--- config.mk ---
export PLATFORM = sky130hd
export DESIGN_NAME = bakery_ticket_arbiter
export DESIGN_NICKNAME = d
export VERILOG_FILES = /design/src/rtl/bakery_pkg.sv /design/src/rtl/bakery_min_select.sv /design/src/rtl/bakery_ticket_arbiter.sv
export SDC_FILE = /design/constraint.sdc
export NUM_CORES = 1
export LEC_CHECK = 0
export CAP_MARGIN = 20
export CORE_MARGIN = 3
export CORE_UTILIZATION = 57
export CTS_CLUSTER_DIAMETER = 60
export CTS_CLUSTER_SIZE = 25
export DETAILED_ROUTE_END_ITERATION = 8
export PLACE_DENSITY = 0.79
export SETUP_SLACK_MARGIN = 0.5
export SYNTH_ARGS = -nofsm -noshare
export SYNTH_HDL_FRONTEND = slang
export SYNTH_SLANG_ARGS = --single-unit
--- constraint.sdc ---
create_clock -name clock -period 5.9 [get_ports clock]
set_input_delay 1.18 -clock clock [delete_from_list [all_inputs] [get_ports clock]]
set_output_delay 1.18 -clock clock [all_outputs]
set_load 0.01 [all_outputs]
--- src/rtl/bakery_pkg.sv ---
// bakery_pkg: shared types and constants for the bakery ticket arbiter.
// Imported by bakery_min_select and bakery_ticket_arbiter.
package bakery_pkg;

  typedef enum logic [1:0] {
    R_IDLE,
    R_WAIT,
    R_OWN
  } req_state;

  localparam int TICKET_NONE = 0;

endpackage

--- src/rtl/bakery_min_select.sv ---
// bakery_min_select: lexicographic minimum of {ticket, index} over valid
// entries; ties resolve to the lower index because the scan is ascending.
module bakery_min_select
  import bakery_pkg::*;
#(
  parameter int N   = 4,
  parameter int IDW = 2,
  parameter int TKW = 3
) (
  input  logic [N-1:0]          valid,
  input  logic [N-1:0][TKW-1:0] ticket,
  output logic [IDW-1:0]        winner,
  output logic                  found
);

  logic [TKW-1:0] best;

  // ascending scan keeps the first (lowest index) of equal tickets
  always_comb begin
    found  = 1'b0;
    winner = '0;
    best   = TKW'(TICKET_NONE);
    for (int i = 0; i < N; i++) begin
      if (valid[i] && (!found || ticket[i] < best)) begin
        found  = 1'b1;
        best   = ticket[i];
        winner = IDW'(i);
      end
    end
  end

endmodule

--- src/rtl/bakery_ticket_arbiter.sv ---
// bakery_ticket_arbiter: bakery-style ticket arbiter with drain on wrap.
// Optional macro HOLD_LIMIT_EN bounds ownership to HOLD_MAX cycles.
module bakery_ticket_arbiter
  import bakery_pkg::*;
#(
  parameter int NPROC    = 4,
  parameter int IDW      = 2,
  parameter int TKW      = 3,
  parameter int HOLD_MAX = 15
) (
  input  logic             clock,
  input  logic             reset_n,
  input  logic [NPROC-1:0] req,
  // release is a reserved word in SystemVerilog, hence rel
  input  logic [NPROC-1:0] rel,
  output logic [NPROC-1:0] grant,
  output logic             grant_valid,
  output logic [IDW-1:0]   grant_id,
  output logic             drain,
  output logic             forced_release
);

  localparam logic [TKW-1:0] TNONE = TKW'(TICKET_NONE);
  localparam logic [TKW-1:0] TONE  = TKW'(1);
  localparam logic [TKW-1:0] TMAX  = '1;

  req_state                  st [NPROC];
  logic [NPROC-1:0][TKW-1:0] tk;
  logic [TKW-1:0]            next_ticket;

  logic [NPROC-1:0] issue;
  logic [NPROC-1:0] waiting;
  logic [NPROC-1:0] own;
  logic [NPROC-1:0] tk_live;
  logic             owner_any;
  logic             owner_rel;
  logic             any_issue;
  logic             all_clear;
  logic             found;
  logic             select_en;
  logic             limit_hit;
  logic [IDW-1:0]   winner;

  // per-requester status decode
  always_comb begin
    issue   = '0;
    waiting = '0;
    own     = '0;
    tk_live = '0;
    for (int i = 0; i < NPROC; i++) begin
      issue[i]   = (st[i] == R_IDLE) && req[i] && !drain;
      waiting[i] = (st[i] == R_WAIT) && req[i];
      own[i]     = (st[i] == R_OWN);
      tk_live[i] = (tk[i] != TNONE);
    end
  end

  assign owner_any = |own;
  assign owner_rel = |(own & rel);
  assign any_issue = |issue;
  assign all_clear = ~|tk_live;
  assign select_en = found && !owner_any;

  bakery_min_select #(
    .N   (NPROC),
    .IDW (IDW),
    .TKW (TKW)
  ) u_min (
    .valid  (waiting),
    .ticket (tk),
    .winner (winner),
    .found  (found)
  );

`ifdef HOLD_LIMIT_EN
  localparam int CW = $clog2(HOLD_MAX + 1);

  logic [CW-1:0] hold_cnt;

  assign limit_hit = owner_any && !owner_rel &&
                     (hold_cnt == CW'(HOLD_MAX - 1));

  // ownership cycle counter and preemption pulse
  always_ff @(posedge clock or negedge reset_n) begin
    if (!reset_n) begin
      hold_cnt       <= '0;
      forced_release <= 1'b0;
    end else begin
      forced_release <= limit_hit;
      if (select_en)
        hold_cnt <= '0;
      else if (owner_any && !limit_hit)
        hold_cnt <= hold_cnt + CW'(1);
    end
  end
`else
  assign limit_hit      = 1'b0;
  assign forced_release = 1'b0;
`endif

  // requester FSMs, dispenser, drain and registered grant
  always_ff @(posedge clock or negedge reset_n) begin
    if (!reset_n) begin
      for (int i = 0; i < NPROC; i++)
        st[i] <= R_IDLE;
      tk          <= '0;
      next_ticket <= TONE;
      drain       <= 1'b0;
      grant       <= '0;
      grant_valid <= 1'b0;
      grant_id    <= '0;
    end else begin
      for (int i = 0; i < NPROC; i++) begin
        unique case (st[i])
          R_IDLE: begin
            if (issue[i]) begin
              st[i] <= R_WAIT;
              tk[i] <= next_ticket;
            end
          end
          R_WAIT: begin
            if (!req[i]) begin
              st[i] <= R_IDLE;
              tk[i] <= TNONE;
            end else if (select_en && winner == IDW'(i)) begin
              st[i] <= R_OWN;
            end
          end
          R_OWN: begin
            if (rel[i] || limit_hit) begin
              st[i] <= R_IDLE;
              tk[i] <= TNONE;
            end
          end
          default: begin
            st[i] <= R_IDLE;
            tk[i] <= TNONE;
          end
        endcase
      end

      if (select_en) begin
        grant       <= NPROC'(1) << winner;
        grant_valid <= 1'b1;
        grant_id    <= winner;
      end else if (owner_rel || limit_hit) begin
        grant       <= '0;
        grant_valid <= 1'b0;
        grant_id    <= '0;
      end

      if (drain && all_clear) begin
        drain       <= 1'b0;
        next_ticket <= TONE;
      end else if (any_issue) begin
        if (next_ticket == TMAX)
          drain <= 1'b1;
        else
          next_ticket <= next_ticket + TONE;
      end
    end
  end

endmodule

**Word level (Yosys, flattened, before mapping)**

Cells that the tools add are included.

- Add/sub/neg operators: 1
- $mul: 0
- Div/mod/pow operators: 0
- Order comparisons: 3
- Eq/ne operators: 29
- Shift operators: 1
- Multiplexer cells: 58
- Bitwise logic cells: 1
- Reduce and logical (&&, ||, !) cells: 56

Operator list:

| cell | count |
|---|---|
| $mux W3 | 18 |
| $mux W2 | 20 |
| $pmux W3 S3 | 4 |
| $ne A2 B2 Y1 const B | 13 |
| $pmux W2 S3 | 4 |
| $reduce_and A3 Y1 | 8 |
| $logic_and A1 B1 Y1 | 21 |
| $reduce_or A4 Y1 | 4 |
| $eq A2 B2 Y1 const B | 6 |
| $ne A3 B2 Y1 const B | 4 |
| $reduce_bool A3 Y1 | 4 |
| $eq A2 B1 Y1 const B | 5 |
| $logic_not A2 Y1 | 5 |
| $mux W1 | 10 |
| $lt A3 B3 Y1 | 3 |
| $mux W4 | 2 |
| $logic_not A1 Y1 | 6 |
| $reduce_bool A2 Y1 | 3 |
| $and A4 B4 Y4 | 1 |
| $reduce_and A2 Y1 | 2 |
| $shl A1 B2 Y4 const A | 1 |
| $add A3 B1 Y3 const B | 1 |
| $eq A3 B3 Y1 const B | 1 |
| $logic_or A1 B1 Y1 | 3 |

- Bits in registers: 31
- Bits in latches: 0
- RAM bits: 0
- ROM bits: 0
- Output and inout bits: 9
- Word-level logic and storage cells: 162
- Memories kept: 0

**Longest topological paths before layout**

Gate-level depths: netlist of run 1.

- Depth in word-level cells: 20
- Gate-level depth with buffers: 20

**Modules after synthesis**

From an unflattened synthesis of run 1, not the netlist that was laid out.

- Cell total of the unflattened synthesis: 213
- Area total of the unflattened synthesis: 1920.6 um2

Modules (own cells, without submodules):

| module | times used | cells each | area each (um2) |
|---|---|---|---|
| bakery_ticket_arbiter | 1 | 164 | 1580.3 |
| bakery_min_select | 1 | 49 | 340.3 |

**Least setup slack after synthesis of run 1**

Ideal clock, no wire load.

- Path type: input to register
- From: input req[0]
- To: register grant[3]
- Setup time: 116 ps
- Arrival time: 5135 ps
- Data required time: 5784 ps
- Path slack: 649 ps
- Stages: 20
- Buffers on the path: 2
- Cells stage by stage: and3b_1 > buf_4 > nand2_1 > ha_1 > a211oi_1 > o21a_1 > mux2_2 > ha_1 > o21a_1 > a31oi_1 > nand3_1 > and2_1 > clkbuf_1 > mux2_2 > ha_1 > a21oi_1 > a31oi_1 > nor2_1 > nand3_1 > o311ai_0

- Word-level cells in the longest chain between the ends: 16
- Elaborated cells between the ends (all ways): 27
- Those cells by class: order compare (3); shift (1); mux (11); reduce/logical (12)

Ends and longest elaborated chain:

| element | RTL line | RTL |
|---|---|---|
| start, declared | bakery_ticket_arbiter.sv:13 | `input logic [NPROC-1:0] req,` |
| $logic_and A1 B1 Y1 (*) | bakery_ticket_arbiter.sv:52 | `waiting[i] = (st[i] == R_WAIT) && req[i];` |
| $mux W3 / $mux W1 (equally long branches) | bakery_min_select.sv:24 | `if (valid[i] && (!found \|\| ticket[i] < best)) begin` |
| $lt A3 B3 Y1 / $logic_not A1 Y1 (equally long branches) | bakery_min_select.sv:24 |  |
| $logic_or A1 B1 Y1 | bakery_min_select.sv:24 |  |
| $logic_and A1 B1 Y1 | bakery_min_select.sv:24 |  |
| $mux W3 / $mux W1 (equally long branches) | bakery_min_select.sv:24 |  |
| $lt A3 B3 Y1 / $logic_not A1 Y1 (equally long branches) | bakery_min_select.sv:24 |  |
| $logic_or A1 B1 Y1 | bakery_min_select.sv:24 |  |
| $logic_and A1 B1 Y1 | bakery_min_select.sv:24 |  |
| $mux W3 / $mux W1 (equally long branches) | bakery_min_select.sv:24 |  |
| $lt A3 B3 Y1 / $logic_not A1 Y1 (equally long branches) | bakery_min_select.sv:24 |  |
| $logic_or A1 B1 Y1 | bakery_min_select.sv:24 |  |
| $logic_and A1 B1 Y1 | bakery_min_select.sv:24 |  |
| $mux W2 / $mux W1 (equally long branches) | bakery_min_select.sv:24 |  |
| $shl A1 B2 Y4 / $logic_and A1 B1 Y1 (equally long branches) | bakery_ticket_arbiter.sv:143, bakery_ticket_arbiter.sv:62 |  |
| $mux W4 / $reduce_bool A2 Y1 (equally long branches) | -- |  |
| end signal, assigned | bakery_ticket_arbiter.sv:143 | `grant <= NPROC'(1) << winner;` |
| end, declared | bakery_ticket_arbiter.sv:16 | `output logic [NPROC-1:0] grant,` |

Mark *: on every way between the ends. The rest lies on a longest branch, timed or not.
A chain may end at the register's enable or synchronous reset.

**Worst setup path after layout of run 1**

- From: input req[0]
- To: register grant[1]

The elaborated chain is that of the path after synthesis.

==> impl_metrics.yaml, run 1 <==
sta:
  timing.fmax_mhz: 185.4
  slew_violations: 0
  relSlewSlack_pct: 51.37
  post-route-min-period_ps: 5395
  worst_pin_slew_ps: 722.8
  fin_crit_sh_pct: 91.44
  fin_setup_tns_ps: 0
  finalHoldViolations: 0
  setup_viol: 0
  clock_skew_ps: 17.07
  rsz0062_at_grt: "no"
  hold_slack_ps: 493.9
die:
  die_area_um2: 4257
  initial_utilization_pct: 62.46
  row_count: 20
  die_h_um: 65.25
  pin_count: 19
  fp.dieW_um: 65.25
  core_um2: 3203
layout:
  final_cell_area_um2: 2456
  nNetsFinal: 262
  antenna_cells: 0
  syn2layout_area_growth_pct: 22.76
  drive_gt1_share_pct: 20.82
  stdcell_count: 289
route:
  remaining_drc_errors: 0
  viasPerCell: 6.453
  drt_iter0_markers: 246
  routed_wirelength_um: 5323
  ant_nets: 0
  via_count: 1865
  wl_per_cell_um: 18.42
  drt-pass1-iter-count: 8
clock_network:
  numCtsBuffers: 5
  htree_levels: 2
  ctsRootBufferMaster: "clkbuf_4"
  tritoncts: "yes"
  clock_sinks: 31
  ctsLongestPathBuffers: 2
  clkLatencyLatePin_ps: 340
  cts.clk_slew.worst_paths_ps: 100
power:
  powerDensity_nw_per_um2: 463.6
  internal_power_uw: 631.5
  pwr-share-seq_pct: 35.5
  combPwrFrac_pct: 54.0
  total_leakage_power_nw: 1.043
  power.switching_uw: 507.2
  p_sw_share_pct: 44.54
  p_clk_share_pct: 10.5
  vdd_ir_drop_max_mv: 0.2793
global_routing:
  grt_max_degree: 32
  track_usage_pct: 26.03
  grt_pass1_vias: 1784
  grt_overflow: 0
  antenna_found_initial: 0
  grt_pass1_wl_um: 8473
place:
  io_buffers: 17
  hpwl_um: 3702
  dp.cells: 275
  gp_congestion: 0.9650
  place_area_um2: 2230
yosys:
  ys_types: 56
  synth_top_cell_by_area: "dfrtp_1"
  ys.flop_type: "dfrtp_1"
  synthArstFlopShare_pct: 100.0
  synth_edf_count: 0
  synth_cells: 214
  synth_area_leaders: "dfrtp_1 38%, ha_1 5.0%, o21ai_0 5.0%"
  synth_top_cell_area_share_pct: 37.52
  synth_area_per_cell_um2: 9.349
  synth_area_um2: 2001
  yosysWarnings: 0
  ys_ff_latch: 31
  synth_fp_nets: 232
  synth_seq_area_share_pct: 38.84
critical_path:
  cp_data_required_time_ps: 6140
  critPathLaunchType: "input pin"
  crit_path_max_fanout: 6
  arrival_ps: 5640
  endpoint_kind: "flip-flop"
  path_class: "input pin to flip-flop"
min_path:
  hp-class: "flip-flop to flip-flop"
run:
  cap_violations: 0
outcome:
  status: "complete, no violations"
per-layer routing:
metal / global-route usage (%) / part of all wire (%) / up-vias
met5: 0 / 0 / -
met4: 10.10 / 1.9 / 0
met3: 5.812 / 7.5 / 11
met2: 41.97 / 48 / 78
met1: 33.91 / 43 / 920
li1: - / - / 856
what timing repair did:
action                     in CTS  in global routing
hold buffers                    0                  0
setup endpoints to repair       8                 14
resized for setup               6                 20
pin swaps                       3                  7
buffers inserted                2                  4
cell usage in the layout (no fill, tap or decap), types with 2 or more instances in the layout:
cell type,instances
dfrtp_1,30
inv_1,22
o21ai_0,19
clkdlybuf4s50_1,17
nand3_1,16
nand2_1,12
buf_4,11
nor2_1,9
nand2b_1,5
a31oi_1,5
a21oi_1,5
clkbuf_4,5
o221ai_1,4
ha_4,4
and3b_1,3
mux2_2,3
nand3b_1,3
nand2_2,3
nand4_1,3
a211o_1,3
ha_1,3
clkbuf_1,3
and3b_2,2
o21a_1,2
a22o_1,2
nor3_1,2
o311ai_1,2
or2b_1,2
o41ai_2,2
mux2i_1,2
a41oi_1,2
synthesized netlist by cell type, drive strengths merged (2+ instances only):
cell	number
dfrtp	30
inv	22
o21ai	20
nand3	17
nand2	15
nor2	10
ha	8
a21oi	6
a31oi	5
and3b	5
nand2b	5
mux2	4
nand3b	4
o221ai	4
o41ai	4
a211o	3
a21o	3
and2b	3
buf	3
nand4	3
nor3	3
a211oi	2
a22o	2
a41oi	2
and2	2
clkbuf	2
mux2i	2
nor4	2
o21a	2
o311ai	2
o32ai	2
or2b	2
state kept, by name (all words and copies together) (netlist names):
signal,cells
tk,12
st,8
grant,4
next_ticket,3
grant_id,2
drain,1
grant_valid,1
final timing paths:
check / depth (start not counted) / end / from / slack, ps
setup / recovery: 21 / grant[1] / req[0] / 510
hold / removal: 2 / grant_valid / grant_valid / 490
setup reg to reg: 20 / grant[1] / st[7] / 1310
hold reg to reg: 2 / grant_valid / grant_valid / 490
max in group asynchronous: 2 / next_ticket[0] / reset_n / 4360
min in group asynchronous: 2 / tk[2] / reset_n / 1220
through the flow:
stage	power, mW	worst slack, ps	utilization, %
after CTS	1.063	514.3	72.30
final	1.139	505.1	76.68
after detailed placement	0.9287	91.06	69.61
after global placement	0.9091	251.5	69.61
after global routing	1.225	431.0	76.68
after floorplan	0.7524	649.4	-
worst max-delay path, stage by stage:
cell,delay [ps]
clkdlybuf4s50_1,490
and3b_2,240
nand2_1,100
ha_2,350
o21ai_1,70
o21a_1,190
buf_4,140
mux2_4,320
ha_4,270
o21a_1,130
o211ai_1,120
nand3_1,150
and2_4,170
mux2_2,360
ha_4,270
a21oi_1,60
a31oi_1,190
nor2_2,80
buf_4,160
a21o_4,250
o41ai_4,350
cell type report:
| cell class | instances | area [um2] |
|---|---|---|
| Fill cell | 248 | 747.0 |
| Timing Repair Buffer | 28 | 252.7 |
| Clock buffer | 8 | 48.80 |
| Inverter | 22 | 82.58 |
| Multi-Input combinational cell | 156 | 1240 |
| Sequential cell | 31 | 777.0 |
| Tap cell | 44 | 55.05 |
logic make-up (layout without fill, tap and decap cells):
| group | after synthesis | in the layout | synth area share (%) |
|---|---|---|---|
| DFF | 31 | 31 | 38.84 |
| buffers and inverters | 27 | 58 | 5.816 |
| other | 1 | 1 | 0.1874 |
| AOI/OAI and AO/OA | 66 | 66 | 24.52 |
| adders and majority gates | 8 | 8 | 5.003 |
| muxes | 6 | 6 | 3.252 |
| xor gates and xnor gates | 1 | 1 | 0.4379 |
| and+or+nand+nor | 74 | 74 | 21.95 |
power by group through the flow:
stage / Clock, mW / Combinational (mW) / Sequential, mW
3_5_place_dp: 0 / 0.531 / 0.397
6_report: 0.119 / 0.615 / 0.405
5_1_grt: 0.129 / 0.682 / 0.414
3_3_place_gp: 0 / 0.515 / 0.394
4_1_cts: 0.121 / 0.549 / 0.393
2_1_floorplan: 0 / 0.377 / 0.375
Note: power is estimated with default switching activity, not from simulation.
==> run 2: changes to the inputs <==
clock period = 5.65 ns   (was 5.9 ns; I/O delays follow)
==> run 2 against run 1 <==
Effect of this change:
- register-to-register slack worse by 90 ps
- largest power group unchanged
- largest cell class unchanged
- routed wire length grew 8.6%
- first-iteration DRC count shrank 17%
- clock power is 27% higher
- die area stayed put
- count of clock-buffer cells in the layout did not move
- cell count grew 1.0%
- core utilization up 3.2 points
- global-route usage rose by 2.1 points
- cell area is 4.2% higher
- sequential share of layout area fell by 1.3 points
==> impl_metrics.yaml, run 2 (synthesis results as in run 1) <==
outcome:
  status: "complete, no violations"
die:
  fp.dieW_um: 65.25
  core_um2: 3203
  die_h_um: 65.25
  row_count: 20
  die_area_um2: 4257
  initial_utilization_pct: 62.46
  pin_count: 19
place:
  hpwl_um: 3802
  dp.cells: 278
  io_buffers: 17
  place_area_um2: 2255
  gp_congestion: 1.024
critical_path:
  crit_path_max_incr_delay_ps: 580
  crit_buf_inv: 1
  path_delay_family: "compound AO/OA/AOI/OAI gates"
  cp_data_required_time_ps: 5880
  critPathLaunchType: "input pin"
  arrival_ps: 5110
  critPathSlowestCell: "clkdlybuf4s50_1"
  path_cells: "clkdlybuf4s50_1, and3b_1, o21a_1, mux2_4, ha_4, o21a_1, a31oi_1, nand3_1, and2_4, mux2_4, ha_4, nand2_1, a221o_1, a21o_4, o41ai_2"
  path_class: "input pin to flip-flop"
  endpoint_kind: "flip-flop"
  crit_path_max_fanout: 6
route:
  drt_iter0_markers: 204
  viasPerCell: 6.548
  routed_wirelength_um: 5779
  ant_nets: 0
  wl_per_cell_um: 19.79
  via_count: 1912
  remaining_drc_errors: 0
  drt-pass1-iter-count: 5
sta:
  fin_crit_sh_pct: 86.23
  finalHoldViolations: 0
  setup_viol: 0
  slew_violations: 0
  clock_skew_ps: 12.97
  fin_setup_tns_ps: 0
  rsz0062_at_grt: "no"
  worst_pin_slew_ps: 738.3
  relSlewSlack_pct: 50.33
  post-route-min-period_ps: 4872
  timing.fmax_mhz: 205.2
min_path:
  hp-class: "flip-flop to flip-flop"
layout:
  fillers: 220
  regMostFlops: "tk"
  drive_gt1_share_pct: 24.19
  top_regs: "tk x12, st x8, grant x4"
  largest_reg_flops: 12
  antenna_cells: 0
  layout_common_cells: "30 x dfrtp_1, 22 x inv_1, 19 x o21ai_0, 16 x nand3_1, 16 x clkdlybuf4s50_1"
  syn2layout_area_growth_pct: 27.89
  nNetsFinal: 265
  stdcell_count: 292
  final_common_cell: "dfrtp_1"
  final_cell_area_um2: 2559
power:
  p_clk_share_pct: 11.8
  total_leakage_power_nw: 1.110
  internal_power_uw: 709.6
  p_sw_share_pct: 44.36
  total_power_mw: 1.275
  powerDensity_nw_per_um2: 498.5
  vdd_ir_drop_max_mv: 0.2990
  pwr-share-seq_pct: 33.5
  combPwrFrac_pct: 54.7
  power.switching_uw: 565.7
clock_network:
  ctsLongestPathBuffers: 2
  clkLatencyLatePin_ps: 340
  cts_hold_buffers: 0
  cts.clk_slew.worst_paths_ps: 110
  tritoncts: "yes"
  ctsRootBufferMaster: "clkbuf_4"
  htree_levels: 2
  numCtsBuffers: 5
  clock_sinks: 31
global_routing:
  track_usage_pct: 28.17
  grt_max_degree: 32
  grt_overflow: 0
  antenna_found_initial: 0
  grt_pass1_wl_um: 9204
  grt_pass1_vias: 1862
run:
  cap_violations: 0
## run 2: cell count changes in the layout (fill, tap and decap cells not counted), sizes merged
cell	previous run	this run
buf	11	14
clkdlybuf4s50	17	16
dlymetal6s2s	0	1
## run 2: power by group through the flow
| stage | Clock (mW) | Sequential (mW) | Combinational, mW |
|---|---|---|---|
| final | 0.151 | 0.427 | 0.697 |
| after CTS | 0.150 | 0.413 | 0.620 |
| after global routing | 0.166 | 0.439 | 0.767 |
| after detailed placement | 0 | 0.416 | 0.561 |
| after floorplan | 0 | 0.392 | 0.395 |
| after global placement | 0 | 0.410 | 0.542 |
## run 2: per-layer routing
layer | GRT usage (%) | wire length (um) | vias up | part of all wire, %
met4 | 7.513 | 106 | 0 | 1.8
met5 | 0 | 0 | - | 0
met1 | 38.84 | 2416 | 923 | 42
met2 | 45.01 | 2848 | 103 | 49
met3 | 5.812 | 407 | 21 | 7.0
li1 | - | - | 865 | -
## run 2: tightest hold or removal path, stage by stage, from the launching register on
cell and delay (ps):
dfrtp_1 350, nand2_1 50, nand2_1 60
## run 2: through the flow
stage	setup slack, ps	hold WS, ps	utilization (%)
3_5_place_dp	-133.8	476.8	70.39
5_1_grt	689.1	540.3	79.88
6_report	777.8	491.3	79.88
3_3_place_gp	107.3	462.0	70.39
4_1_cts	501.2	493.4	75.98
2_1_floorplan	524.2	511.5	-
## run 2: worst paths after layout
check	slack, ps	start	cells past startpoint	end
min	490	grant_valid	2	grant_valid
min in group asynchronous	1180	reset_n	2	st[4]
max	780	req[1]	15	st[7]
min reg2reg	490	grant_valid	2	grant_valid
max in group asynchronous	4140	reset_n	2	next_ticket[0]
max reg2reg	1220	st[7]	17	st[7]
## run 2: timing repair
item                       4_1_cts  5_1_grt
setup endpoints to repair       14       14
gates cloned                     0        0
pin swaps                        3        9
gates resized for setup         12       21
setup buffers                    4        2
## run 2: layout make-up
class / count / area, um2 / share of cell area (%)
multi-input cells: 156 / 1297 / 50.71
flip-flops and latches: 31 / 777.0 / 30.37
repair buffers: 31 / 277.8 / 10.86
inverters: 22 / 82.58 / 3.227
clock buffers: 8 / 68.82 / 2.689
well taps: 44 / 55.05 / 2.152
